<file path="src/rtl/hs_pkg.sv">
// hs_pkg: shared definitions for the hiscore access arbiter.
//   - hs_state_e : arbiter FSM states (IDLE..RELEASE)
//   - HS_STATE_W : width of the state encoding
//   - HS_SETTLE_DEF / HS_HOLDOFF_DEF : default settle / hold-off cycle counts
//   - hs_max()   : elaboration-time helper for sizing the shared counter
package hs_pkg;

  localparam int HS_STATE_W     = 3;
  localparam int HS_SETTLE_DEF  = 4;
  localparam int HS_HOLDOFF_DEF = 4;

  typedef enum logic [HS_STATE_W-1:0] {
    ST_IDLE     = 3'd0,
    ST_PAUSING  = 3'd1,
    ST_SETTLE   = 3'd2,
    ST_GRANT    = 3'd3,
    ST_HANDOVER = 3'd4,
    ST_RELEASE  = 3'd5
  } hs_state_e;

  function automatic int hs_max(input int a, input int b);
    return (a > b) ? a : b;
  endfunction

endpackage

</file>
<file path="src/rtl/hs_rr_pick.sv">
// hs_rr_pick: combinational round-robin picker.
//   req    : request vector
//   rr_ptr : highest-priority index this round
//   idx    : first set request at or after rr_ptr, wrapping modulo NREQ
//   valid  : at least one request is set
module hs_rr_pick
  import hs_pkg::*;
#(
  parameter int NREQ = 2,
  parameter int PW   = 1
) (
  input  logic [NREQ-1:0] req,
  input  logic [PW-1:0]   rr_ptr,
  output logic [PW-1:0]   idx,
  output logic            valid
);

  // Scan offsets 0..NREQ-1 from rr_ptr; the first hit wins. The modulo keeps
  // the wrap correct for NREQ that is not a power of two.
  always_comb begin
    idx   = '0;
    valid = 1'b0;
    for (int k = 0; k < NREQ; k++) begin
      if (!valid && req[(int'(rr_ptr) + k) % NREQ]) begin
        valid = 1'b1;
        idx   = PW'((int'(rr_ptr) + k) % NREQ);
      end
    end
  end

endmodule

</file>
<file path="src/rtl/hiscore_access_arbiter.sv">
// hiscore_access_arbiter: shares the game's hiscore RAM port between NREQ
// requesters. Pauses the CPU, waits for confirmation plus a settle delay,
// then grants one requester at a time in round-robin order.
//
// Ports:
//   clk, reset          : clock, synchronous active-high reset
//   req/req_addr/req_we/req_data : per-requester level request and RAM path
//   grant               : registered one-hot grant
//   ram_addr/ram_we/ram_din : muxed RAM path of the granted requester (0 if none)
//   cpu_pause / cpu_paused  : pause request to core / core confirmation
//   busy                : FSM not in IDLE
//   timeout_err         : sticky watchdog flag
//
// Build option: define HSARB_WATCHDOG_EN to enable the TIMEOUT watchdog on the
// pause handshake; otherwise timeout_err is tied 0 and PAUSING waits forever.
module hiscore_access_arbiter
  import hs_pkg::*;
#(
  parameter int NREQ      = 2,
  parameter int ADDRWIDTH = 16,
  parameter int SETTLE    = HS_SETTLE_DEF,
  parameter int HOLDOFF   = HS_HOLDOFF_DEF,
  parameter int TIMEOUT   = 1024
) (
  input  logic                      clk,
  input  logic                      reset,
  input  logic [NREQ-1:0]           req,
  input  logic [NREQ*ADDRWIDTH-1:0] req_addr,
  input  logic [NREQ-1:0]           req_we,
  input  logic [NREQ*8-1:0]         req_data,
  output logic [NREQ-1:0]           grant,
  output logic [ADDRWIDTH-1:0]      ram_addr,
  output logic                      ram_we,
  output logic [7:0]                ram_din,
  output logic                      cpu_pause,
  input  logic                      cpu_paused,
  output logic                      busy,
  output logic                      timeout_err
);

  localparam int PW   = (NREQ > 1) ? $clog2(NREQ) : 1;
  localparam int CMAX = hs_max(SETTLE, HOLDOFF);
  localparam int CW   = (CMAX > 0) ? $clog2(CMAX + 1) : 1;

  hs_state_e       state;
  logic [PW-1:0]   winner;
  logic [PW-1:0]   rr_ptr;
  logic [PW-1:0]   next_ptr;
  logic [PW-1:0]   pick_idx;
  logic            pick_vld;
  logic [CW-1:0]   cnt;
  logic            others;

  hs_rr_pick #(.NREQ(NREQ), .PW(PW)) u_pick (
    .req    (req),
    .rr_ptr (rr_ptr),
    .idx    (pick_idx),
    .valid  (pick_vld)
  );

  // Explicit wrap so non-power-of-two NREQ never lands on an unused index.
  assign next_ptr = (winner == PW'(NREQ - 1)) ? '0 : winner + PW'(1);
  assign others   = |(req & ~(NREQ'(1) << winner));
  assign busy     = (state != ST_IDLE);

`ifdef HSARB_WATCHDOG_EN
  localparam int WW = (TIMEOUT > 1) ? $clog2(TIMEOUT) : 1;
  logic [WW-1:0] wd_cnt;
  logic          terr;
  assign timeout_err = terr;
`else
  assign timeout_err = 1'b0;
`endif

  always_ff @(posedge clk) begin
    if (reset) begin
      state     <= ST_IDLE;
      winner    <= '0;
      rr_ptr    <= '0;
      cnt       <= '0;
      grant     <= '0;
      cpu_pause <= 1'b0;
`ifdef HSARB_WATCHDOG_EN
      wd_cnt    <= '0;
      terr      <= 1'b0;
`endif
    end else begin
      unique case (state)
        ST_IDLE: begin
          if (pick_vld) begin
            winner    <= pick_idx;
            cpu_pause <= 1'b1;
            state     <= ST_PAUSING;
`ifdef HSARB_WATCHDOG_EN
            wd_cnt    <= '0;
`endif
          end
        end
        ST_PAUSING: begin
          if (!req[winner]) begin
            cnt   <= CW'(HOLDOFF);
            state <= ST_RELEASE;
          end else if (cpu_paused) begin
            cnt   <= CW'(SETTLE);
            state <= ST_SETTLE;
          end
`ifdef HSARB_WATCHDOG_EN
          else if (wd_cnt == WW'(TIMEOUT - 1)) begin
            // Core never acknowledged: give up without hold-off and move the
            // pointer so the stuck requester does not starve the others.
            terr      <= 1'b1;
            cpu_pause <= 1'b0;
            rr_ptr    <= next_ptr;
            state     <= ST_IDLE;
          end else begin
            wd_cnt <= wd_cnt + WW'(1);
          end
`endif
        end
        ST_SETTLE: begin
          if (!req[winner]) begin
            cnt   <= CW'(HOLDOFF);
            state <= ST_RELEASE;
          end else if (cnt == '0) begin
            grant <= NREQ'(1) << winner;
            state <= ST_GRANT;
          end else begin
            cnt <= cnt - CW'(1);
          end
        end
        ST_GRANT: begin
          if (!req[winner]) begin
            grant  <= '0;
            rr_ptr <= next_ptr;
            if (others) begin
              state <= ST_HANDOVER;
            end else begin
              cnt   <= CW'(HOLDOFF);
              state <= ST_RELEASE;
            end
          end
        end
        ST_HANDOVER: begin
          // Pause stays asserted; only the settle delay is repeated.
          if (pick_vld) begin
            winner <= pick_idx;
            cnt    <= CW'(SETTLE);
            state  <= ST_SETTLE;
          end else begin
            cnt   <= CW'(HOLDOFF);
            state <= ST_RELEASE;
          end
        end
        ST_RELEASE: begin
          if (cnt == '0) begin
            cpu_pause <= 1'b0;
            state     <= ST_IDLE;
          end else begin
            cnt <= cnt - CW'(1);
          end
        end
        default: begin
          grant     <= '0;
          cpu_pause <= 1'b0;
          state     <= ST_IDLE;
        end
      endcase
    end
  end

  // RAM path follows the registered grant with no extra latency.
  always_comb begin
    ram_addr = '0;
    ram_din  = '0;
    ram_we   = 1'b0;
    if (|grant) begin
      ram_addr = req_addr[int'(winner)*ADDRWIDTH +: ADDRWIDTH];
      ram_din  = req_data[int'(winner)*8 +: 8];
      ram_we   = req_we[winner] & grant[winner];
    end
  end

endmodule

</file>
<file path="config.mk">
export PLATFORM = sky130hd
export DESIGN_NAME = hiscore_access_arbiter
export DESIGN_NICKNAME = d
export VERILOG_FILES = /design/src/rtl/hs_pkg.sv /design/src/rtl/hs_rr_pick.sv /design/src/rtl/hiscore_access_arbiter.sv
export SDC_FILE = /design/constraint.sdc
export NUM_CORES = 1
export LEC_CHECK = 0
export CORE_MARGIN = 8
export CORE_UTILIZATION = 38
export DETAILED_ROUTE_END_ITERATION = 8
export PLACE_DENSITY = 0.87
export SLEW_MARGIN = 20
export SYNTH_ARGS = -nofsm -noshare
export SYNTH_HDL_FRONTEND = slang
export SYNTH_SLANG_ARGS = --single-unit
</file>
<file path="constraint.sdc">
create_clock -name clk -period 2.9 [get_ports clk]
set_input_delay 0.87 -clock clk [delete_from_list [all_inputs] [get_ports clk]]
set_output_delay 0.87 -clock clk [all_outputs]
set_load 0.02 [all_outputs]
</file>
# After elaboration in Yosys (flattened, before gate mapping)
# Index checks and enable logic that the tools add are counted.
totals:
  latchBits: 0
  mem_count: 0
  output_inout_bits: 30
  inputBits: 55
  rom_bits: 0
  reg_bits: 11
  ram_bits: 0
  wordCells: 95
op_classes:
  eq_ne: 13
  bitwise_logic: 7
  multipliers: 0
  div_mod_pow: 0
  n_lt_le_gt_ge: 3
  add_sub_neg: 3
  n_mux: 43
  shift: 3
  reduce_logical: 17
op_table:
  columns: ["op", "count"]
  rows:
  - ["$mux 3", 14]
  - ["$shiftx 32x6->16", 1]
  - ["$mux 1", 20]
  - ["$pmux 3 s6", 1]
  - ["$mux 16", 1]
  - ["$shiftx 16x5->8", 1]
  - ["$pmux 3 s5", 1]
  - ["$ne 2x2->1 const B", 6]
  - ["$mux 8", 1]
  - ["$reduce_and 4->1", 2]
  - ["$reduce_or 4->1", 2]
  - ["$eq 3x2->1 const B", 2]
  - ["$eq 3x3->1 const B", 2]
  - ["$logic_not 3->1", 2]
  - ["$mux 2", 3]
  - ["$ne 3x3->1 const B", 2]
  - ["$pmux 2 s3", 1]
  - ["$reduce_or 2->1", 3]
  - ["$reduce_and 5->1", 1]
  - ["$reduce_bool 5->1", 1]
  - ["$lt 1x2->1 const B", 2]
  - ["$reduce_and 2->1", 2]
  - ["$eq 3x1->1 const B", 1]
  - ["$lt 2x3->1 const B", 1]
  - ["other kinds (13)", 16]

# Depth between registers and ports, before layout
# Gate-level depths: netlist of run 1.
depth:
  word_depth: 9
  ltp_mapped: 7
  depth_no_buf: 6

# By module
# Synthesis of run 1 repeated with hierarchy kept, for this count alone.
unflattened:
  cells_unflattened: 157
  area_unflattened_um2: 1158.6
modules_own_cells:
  columns: ["mod", "n_inst", "cells_per_inst", "area_each_um2"]
  rows:
  - ["hiscore_access_arbiter", 1, 154, 1141.1]
  - ["hs_rr_pick", 1, 3, 17.5]

# Worst setup path before layout of run 1
# No wires, ideal clock.
synth_timing:
  kind: "input -> register"
  start: "input req[1]"
  end: "register grant[0]"
  arrival_ns: 1.990
  cell_stages: 5
  slack_ns: 0.787
  n_path_buf: 1
  cell_sequence: "buf_2 mux2i_1 or3_1 a31oi_1 mux2_1"
synth_via:
  elab_chain_len: 4
  elab_cells_between_ends: 5
synth_lines:
  columns: ["item", "line", "text"]
  rows:
  - ["start: declaration", "hiscore_access_arbiter.sv:27", "input logic [NREQ-1:0] req,"]
  - ["$mux 1 (not written as such) * (2 in series)", "hiscore_access_arbiter.sv:121, hiscore_access_arbiter.sv:132", null]
  - ["$ne 2x2->1 (no source line)", null, null]
  - ["$reduce_and 4->1 (no source line) *", null, null]
  - ["end signal: assignment", "hiscore_access_arbiter.sv:125", "grant <= NREQ'(1) << winner;"]
  - ["end: declaration", "hiscore_access_arbiter.sv:31", "output logic [NREQ-1:0] grant,"]
# Every way passes the cells marked *; elsewhere a longest branch is shown, timed or not. The select of a mux whose other input is x is not followed.
# A chain may end at the register's enable or synchronous reset.

# Final worst setup path of run 1
layout_timing:
  start: "input req_addr[22]"
  end: "output ram_addr[6]"
layout_via:
  elab_chain_len: 2
layout_lines:
  columns: ["item", "line", "text"]
  rows:
  - ["start: declaration", "hiscore_access_arbiter.sv:28", "input logic [NREQ*ADDRWIDTH-1:0] req_addr,"]
  - ["$shiftx 32x6->16", "hiscore_access_arbiter.sv:177", "ram_addr = req_addr[int'(winner)*ADDRWIDTH +: ADDRWIDTH];"]
  - ["$mux 16", "hiscore_access_arbiter.sv:176", "if (|grant) begin"]
  - ["end: declaration", "hiscore_access_arbiter.sv:32", "output logic [ADDRWIDTH-1:0] ram_addr,"]
# Every way passes these cells.

==> results, run 1 <==
- The run finished with clean final reports.
- The first-pass GRT wire length is 6.824 mm.
- The proportion of netlist area held by the largest area contributor is 0.2259.
- The width of the die is 72.11 um.
- The final layout contains 304 nets.
- Summed over all nets, the half-perimeter wirelength after detailed placement is 3.690 mm.
- Data on the critical path arrives at its endpoint at 1890 ps.
- The number of clock buffers added by TritonCTS is 3.
- The detailed router finished its first iteration with 162 violations.
- The total I/O pin count is 85.
- The count of standard-cell rows is 20.
- In this run the most critical hold path is launched from cnt[1].
- The residual overflow from global routing is 0.
- The power dissipated by switching net loads is 0.2625 mW.
- The antenna diode count is 0.
- The type of destination of the critical path is an output port.
- The worst relative slew slack is 0.6188.
- The number of routed nets with antenna violations is 0.
- Clock tree synthesis selected as its root buffer the cell clkbuf_4.
- The internal power is 0.4327 mW.
- The mean number of vias per cell is 5.138.
- When the netlist entered floorplanning its net count stood at 223.
- The time the worst path needs with I/O delays and setup is 2757 ps.
- The worst-case IR drop observed on VDD is 0.1377 mV.
- In this run the mean area of a mapped cell was 7.206 sq um.
- The height of the chip is 72.11 um.
- The final estimated routing congestion in global placement is 0.7986.
- The synthesized netlist occupies a cell area of 0.001196 sq mm.
- In this run the power density over the cells is 334.1 mW/mm^2.
- After routing, the total negative slack on setup checks comes to 0 ps.
- After synthesis, the most frequently instantiated cells are nor2_1 (36), mux2i_1 (27), dfxtp_1 (11).
- The detail-routed net length per standard cell is 15.51 um.
- Once placement finished, the instance area stood at 0.002086 sq mm.
- The power share of the clock group is 0.157.
- The synthesized design spends more area on one cell type than any other, namely mux2i_1.
- The share of power burned in registers is 0.273.
- Entering global routing, the biggest net connects 33 pins.
- Max-cap violations in this run came to 0.
- The maximum number of buffers from clock root to sink is 2.
- The number of failing hold endpoints at the final stage was 0.
- The total number of vias is 1490.
- The highest clock rate is 362.7 MHz.
- The number of instances in the synthesized netlist is 166.
- Setup repair after global routing left no endpoint under its margin.
- The share of the clock period used by the worst path after layout is 0.9508.
- The post-cts sizing count is 25.
- The combinational power share is 0.570.
- The proportion of synthesized flip-flops having asynchronous set or reset is 0.
- The starting density of the core is 0.3950.
- The switching share of total power is 0.3776.
- The required time at the worst-slack endpoint is 2030 ps.
- The number of antenna violations at the first check in global routing is 0.
- The measured slew at the worst slew-check pin is 570.6 ps.
- By startpoint and endpoint, the worst setup path is classified as in -> out.
- The tightest min-delay check is of the reg -> reg type.
- In this run the worst path has a maximum fanout of 1.
- The floorplan step defined a core boundary enclosing 0.003028 sq mm.
- Between clock sinks in the finished design, the worst skew comes to 0.9226 ps.
- The first TritonRoute pass finished after 4 iterations.
- By area the synthesized netlist is led by mux2i_1 (23%), dfxtp_1 (18%), nor2_1 (11%).
- The total setup buffers inserted after CTS is 0.
- After synthesis the netlist holds a flip-flop and latch count of 11.
- In this run the tool buffered the top-level ports with 83 buffer cells.
- The distinct cell type count of the synthesized netlist is 42.
- Timing analysis after detailed placement gives a worst setup slack of -149.9 ps.
- The CTS tree is built.
- The number of standard cells in the final layout excluding fillers is 290.
- For this design, the sink count on the clock tree is 11.
- The Yosys step of the flow raised 0 warnings.
- The number of global-route vias before repair came to 1456.
- The most critical setup path has its startpoint at req_addr[22].
- After routing the design area is 0.002081 sq mm.
- For this design, the CTS-stage hold fixing added 0 buffers.
- The share of final-layout standard cells stronger than drive strength 1 is 0.05691.
- The number of failing setup endpoints in the final timing report is 0.
- Summed over all layers, the routed wires come to 4.497 mm.
- CTS built an H-tree with a depth of 1.
- The leading register cell type out of synthesis is dfxtp_1.
- The clock transition at the register clock pins on the worst setup and hold paths after CTS is 80 ps.
- The leading cell type by number of instances after synthesis is nor2_1.
- The die covers 0.005199 sq mm.
- The post-layout worst setup margin is 142.6 ps.
- In the routed design, unresolved DRC markers number 0.
- The worst setup path is launched from a primary input.
- The global-route total usage across every layer is 0.1629.
- Counting flops with a built-in enable in the synthesized netlist gives 0.
- The worst register-to-register path begins at cnt[0].
- From synthesis to final layout, the design area changed by 73.95%.
- Once placement completed, the tool counted placed cells totaling 286.
- For this run, the register share of the synthesized area comes to 0.1841.
- The leakage component of the power is 0.8680 nW.
- The count of final max-slew check failures was 0.
- At the later pin of the worst-skew pair, clock insertion delay measures 270 ps.
- The total power of the final layout is 0.6952 mW.
==> kinds of logic after synthesis <==
family                   synth area share
AND/OR/NAND/NOR                    0.2981
AO/OA/AOI/OAI                      0.1674
multiplexers                       0.2448
buffers and inverters             0.07322
flip-flops                         0.1841
adder cells (fa/ha/maj)           0.02929
other                            0.003135
==> final cells by class <==
| cell class | count | area [sq um] |
|---|---|---|
| clock buffer | 4 | 26.28 |
| inverter | 5 | 18.77 |
| sequential | 11 | 220.2 |
| tap | 44 | 55.05 |
| fill | 273 | 947.2 |
| multi-input combinational | 135 | 888.4 |
| timing repair buffer | 91 | 872.1 |
==> flip-flops by register name (all words and copies together) (netlist names) <==
name,cells
winner,1
cpu_pause,1
state,3
rr_ptr,1
cnt,3
grant,2
==> critical path: stages <==
cell,delay (ps)
clkdlybuf4s50_1,480
mux2i_1,90
nor2_1,90
dlygate4sd2_1,360
==> layer usage <==
metal  global-route usage  wire [um]  part of all wire
met5                    0          0                 0
met2               0.2969       2300              0.51
met3              0.05923        399             0.089
met1               0.1688       1731              0.38
met4              0.04762         65             0.014
==> power by group through the flow <==
stage	clock [mW]	sequential (mW)	combinational, mW
detailed placement	0	0.193	0.395
floorplan	0	0.197	0.243
CTS	0.110	0.190	0.395
global route	0.116	0.193	0.430
finish	0.109	0.190	0.396
global placement	0	0.192	0.387
==> through the flow <==
step | hold slack [ps] | utilization
global placement | 455.6 | 0.6888
detailed placement | 462.6 | 0.6888
global route | 508.6 | 0.6872
finish | 473.6 | 0.6872
floorplan | 447.9 | -
CTS | 473.7 | 0.6872
==> cell usage in the layout (no fill, tap or decap), types with 2 or more instances in the layout <==
cell type,n
a21oi_1,7
a31oi_1,2
buf_4,7
clkbuf_4,3
clkdlybuf4s50_1,58
dfxtp_1,11
dlygate4sd2_1,25
ha_1,2
inv_1,4
mux2_1,2
mux2i_1,27
nand2_1,6
nand2b_1,4
nand3_1,3
nand3b_1,2
nor2_1,36
nor2b_1,5
nor3_1,2
nor3b_1,2
o21ai_1,8
o21bai_1,3
o31ai_1,2
o32ai_1,2
or3_1,2
==> final timing paths <==
path | to | slack [ps] | cells past startpoint
setup / recovery | ram_addr[6] | 140 | 4
hold / removal | cnt[1] | 470 | 2
setup reg to reg | grant[1] | 1010 | 6
hold reg to reg | cnt[1] | 470 | 2
(Power assumes the default switching activity.)
==> run 2: changes to the inputs <==
--- a/config.mk
+++ b/config.mk
@@ -5,6 +5,7 @@
 export SDC_FILE = /design/constraint.sdc
 export NUM_CORES = 1
 export LEC_CHECK = 0
+export ABC_CLOCK_PERIOD_IN_PS = 2900
 export CORE_MARGIN = 8
 export CORE_UTILIZATION = 38
 export DETAILED_ROUTE_END_ITERATION = 8
==> constraint.sdc (replaced) <==
create_clock -name clk -period 2.9 [get_ports clk]
set_input_delay 0.87 -clock clk [delete_from_list [all_inputs] [get_ports clk]]
set_output_delay 0.87 -clock clk [all_outputs]
set_load 0.01 [all_outputs]
==> run 2 against run 1 <==
Sequential share of layout area down 0.095 points. Register-to-register slack barely moved. Via count is 0.34% higher. Largest cell class is now non-clock buffers. Highest routed layer unchanged.
==> results, run 2 (synthesis results as in run 1) <==
- The run finished with clean final reports.
- The final-stage net count was 304 (unchanged).
- The CTS tree is built.
- The mean number of vias per cell is 5.155 (+0.34%).
- The worst setup skew after layout is 1.371 ps (+0.4485 ps).
- The largest registers in the layout are cnt x3, state x3, grant x2.
- The power density normalized to cell area was 329.4 mW/mm^2 (-1.4%).
- The global-route total usage across every layer is 0.1652 (+0.002322).
- The total I/O pin count came to 85 (unchanged).
- The number of global-route vias before repair is 1504 (+3.3%).
- The detailed-router iteration count before antenna repair is 4 (unchanged).
- The utilization after layout is 0.6934 (+0.006198).
- The share of final-layout standard cells stronger than drive strength 1 is 0.05691 (unchanged).
- The maximum VDD drop is 0.1380 mV (+0.21%).
- The largest fanout on the critical path is 1 (unchanged).
- In the layout the commonest cells are clkdlybuf4s50_1 (58), nor2_1 (36), mux2i_1 (27).
- The total setup buffers inserted after CTS came to 0 (unchanged).
- The kind of start point of the critical path is a primary input.
- The total power of the final layout was 0.6916 mW (-0.52%).
- The slowest stage cell on the critical path is clkdlybuf4s50_1.
- The total detailed-routing wirelength came to 4.389 mm (-2.4%).
- The number of failing setup endpoints in the final timing report came to 0 (unchanged).
- The stage delay of the slowest cell on the critical path came to 420 ps (-60 ps).
- STA classifies the critical path endpoint as an output port.
- The count of hold buffers inserted by post-cts repair is 0 (unchanged).
- The width of the die is 72.11 um (unchanged).
- The number of antenna violations at the first check in global routing came to 0 (unchanged).
- The cell family contributing the most delay on the critical path is buffers and inverters.
- The worst setup slack for register-to-register paths came to 1020 ps (about the same).
- The residual overflow from global routing came to 0 (unchanged).
- The number of routed nets with antenna violations is 0 (unchanged).
- The most common cell after layout, fill and taps aside is clkdlybuf4s50_1.
- The die footprint is 0.005199 sq mm (unchanged).
- The leakage component of the power is 0.9374 nW (+8.0%).
- The highest clock rate is 370.7 MHz (+2.2%).
- The layout-stage area growth over the synthesis result is 75.52%.
- The TritonCTS sink count is 11 (unchanged).
- The count of final max-slew check failures is 0 (unchanged).
- The placeable core area came to 0.003028 sq mm (unchanged).
- The starting density of the core was 0.3950 (unchanged).
- The worst hold margin is 486.3 ps (+12.74 ps).
- The time the worst path needs with I/O delays and setup is 2697 ps (-59.92 ps).
- The number of buffer and inverter instances along the worst setup path was 2 (unchanged).
- The maximum number of buffers from clock root to sink came to 2 (unchanged).
- The max-capacitance violation count is 0 (unchanged).
- The cell chosen for the clock root is clkbuf_4.
- The number of buffers inserted by port buffering was 83 (unchanged).
- The count of filler cells inserted in the layout is 257 (-5.9%).
- The antenna diode count is 0 (unchanged).
- The pin count of the biggest net entering global routing is 33 (unchanged).
- The final estimated routing congestion in global placement was 0.7978 (-0.10%).
- The measured slew at the worst slew-check pin was 527.9 ps (-42.68 ps).
- The setup slack at placement was -57.92 ps (+91.99 ps).
- The signal arrival time at the worst endpoint is 1830 ps (-60 ps).
- The worst hold path belongs to the class reg -> reg.
- The maximum level of the CTS H-tree came to 1 (unchanged).
- The residual DRC count is 0 (unchanged).
- The share of the clock period used by the worst path after layout is 0.9302 (-0.02066).
- The post-layout worst setup margin is 202.5 ps (+59.92 ps).
- The total number of vias is 1495 (+0.34%).
- The half-perimeter wire length after placement is 3.519 mm (-4.7%).
- The clock insertion delay at the later pin of the skew report is 280 ps (about the same).
- The worst setup path category is in -> out.
- The height of the chip came to 72.11 um (unchanged).
- The worst relative slew slack is 0.6473 (+0.02851).
- The number of clock buffers inserted by TritonCTS is 3 (unchanged).
- The first-pass GRT wire length is 6.982 mm (+2.3%).
- The required time at the worst-slack endpoint is 2030 ps (about the same).
- The detail-routed net length per standard cell is 15.13 um (-2.4%).
- The number of failing hold endpoints at the final stage is 0 (unchanged).
- The count of standard-cell rows is 20 (unchanged).
- Setup repair after global routing left no endpoint under its margin.
- Walking the worst path, the cells encountered are clkdlybuf4s50_1 > mux2i_1 > nor2_1 > dlygate4sd2_1.
- The violation count after the first detailed-routing iteration is 159 (-1.9%).
- The clock transition at the register clock pins on the worst setup and hold paths after CTS is 80 ps (about the same).
-- run 2: cell types whose count changed in the layout (fill, tap and decap cells not counted), sizes merged --
| cell | change |
|---|---|
| dlymetal6s2s | +5 |
| dlygate4sd2 | -5 |
-- run 2: repair_timing --
action,CTS,global route
setup endpoints to repair,20,5
gates cloned,0,0
resized for setup,20,5
-- run 2: path summary, 6_finish.rpt --
kind	start	endpoint	cells after the start
worst max-delay path	req_addr[27]	ram_addr[11]	4
worst min-delay path	cpu_pause	cpu_pause	2
worst max register to register	cnt[0]	grant[1]	6
worst min register to register	cpu_pause	cpu_pause	2
-- run 2: routing by layer --
layer | track usage | share of wire | wire length (um) | vias to the layer above
met5 | 0 | 0 | 0 | -
met4 | 0.05442 | 0.015 | 65 | 0
met3 | 0.05096 | 0.080 | 353 | 6
met2 | 0.2899 | 0.51 | 2241 | 66
met1 | 0.1832 | 0.39 | 1728 | 678
li1 | - | - | - | 745
-- run 2: final cells by class --
class	count	area, sq um	area share
timing repair buffer	91	890.9	0.4243
inverter	5	18.77	0.008939
multi-input combinational	135	888.4	0.4231
tap	44	55.05	0.02622
clock buffer	4	26.28	0.01251
sequential	11	220.2	0.1049
-- run 2: power breakdown --
part / internal [mW] / switching [mW] / total, mW
clock: 0.0534 / 0.0607 / 0.114
sequential: 0.174 / 0.0163 / 0.190
combinational: 0.206 / 0.182 / 0.387
-- run 2: worst register-to-register path: stages (launching register included) --
cell and delay (ps):
dfxtp_1 330, inv_1 100, ha_1 210, nand2b_1 130
or3_1 320, a31oi_1 330, mux2_1 360
-- run 2: per-stage QoR --
| stage | cell area [sq um] | std cells | TNS (ps) |
|---|---|---|---|
| floorplan | 1196 | 166 | 0 |
| global placement | 2086 | 286 | -16.67 |
| detailed placement | 2086 | 286 | -335.9 |
| CTS | 2087 | 290 | 0 |
| global route | 2100 | 290 | 0 |
| finish | 2100 | 290 | 0 |
==> run 3: changes to the inputs <==
--- a/config.mk
+++ b/config.mk
@@ -9,6 +9,7 @@
 export CORE_MARGIN = 8
 export CORE_UTILIZATION = 38
 export DETAILED_ROUTE_END_ITERATION = 8
+export GPL_TIMING_DRIVEN = 1
 export PLACE_DENSITY = 0.87
 export SLEW_MARGIN = 20
 export SYNTH_ARGS = -nofsm -noshare
==> results of run 3 <==
The final DEF is identical to that of run 2; final timing and power are the same.
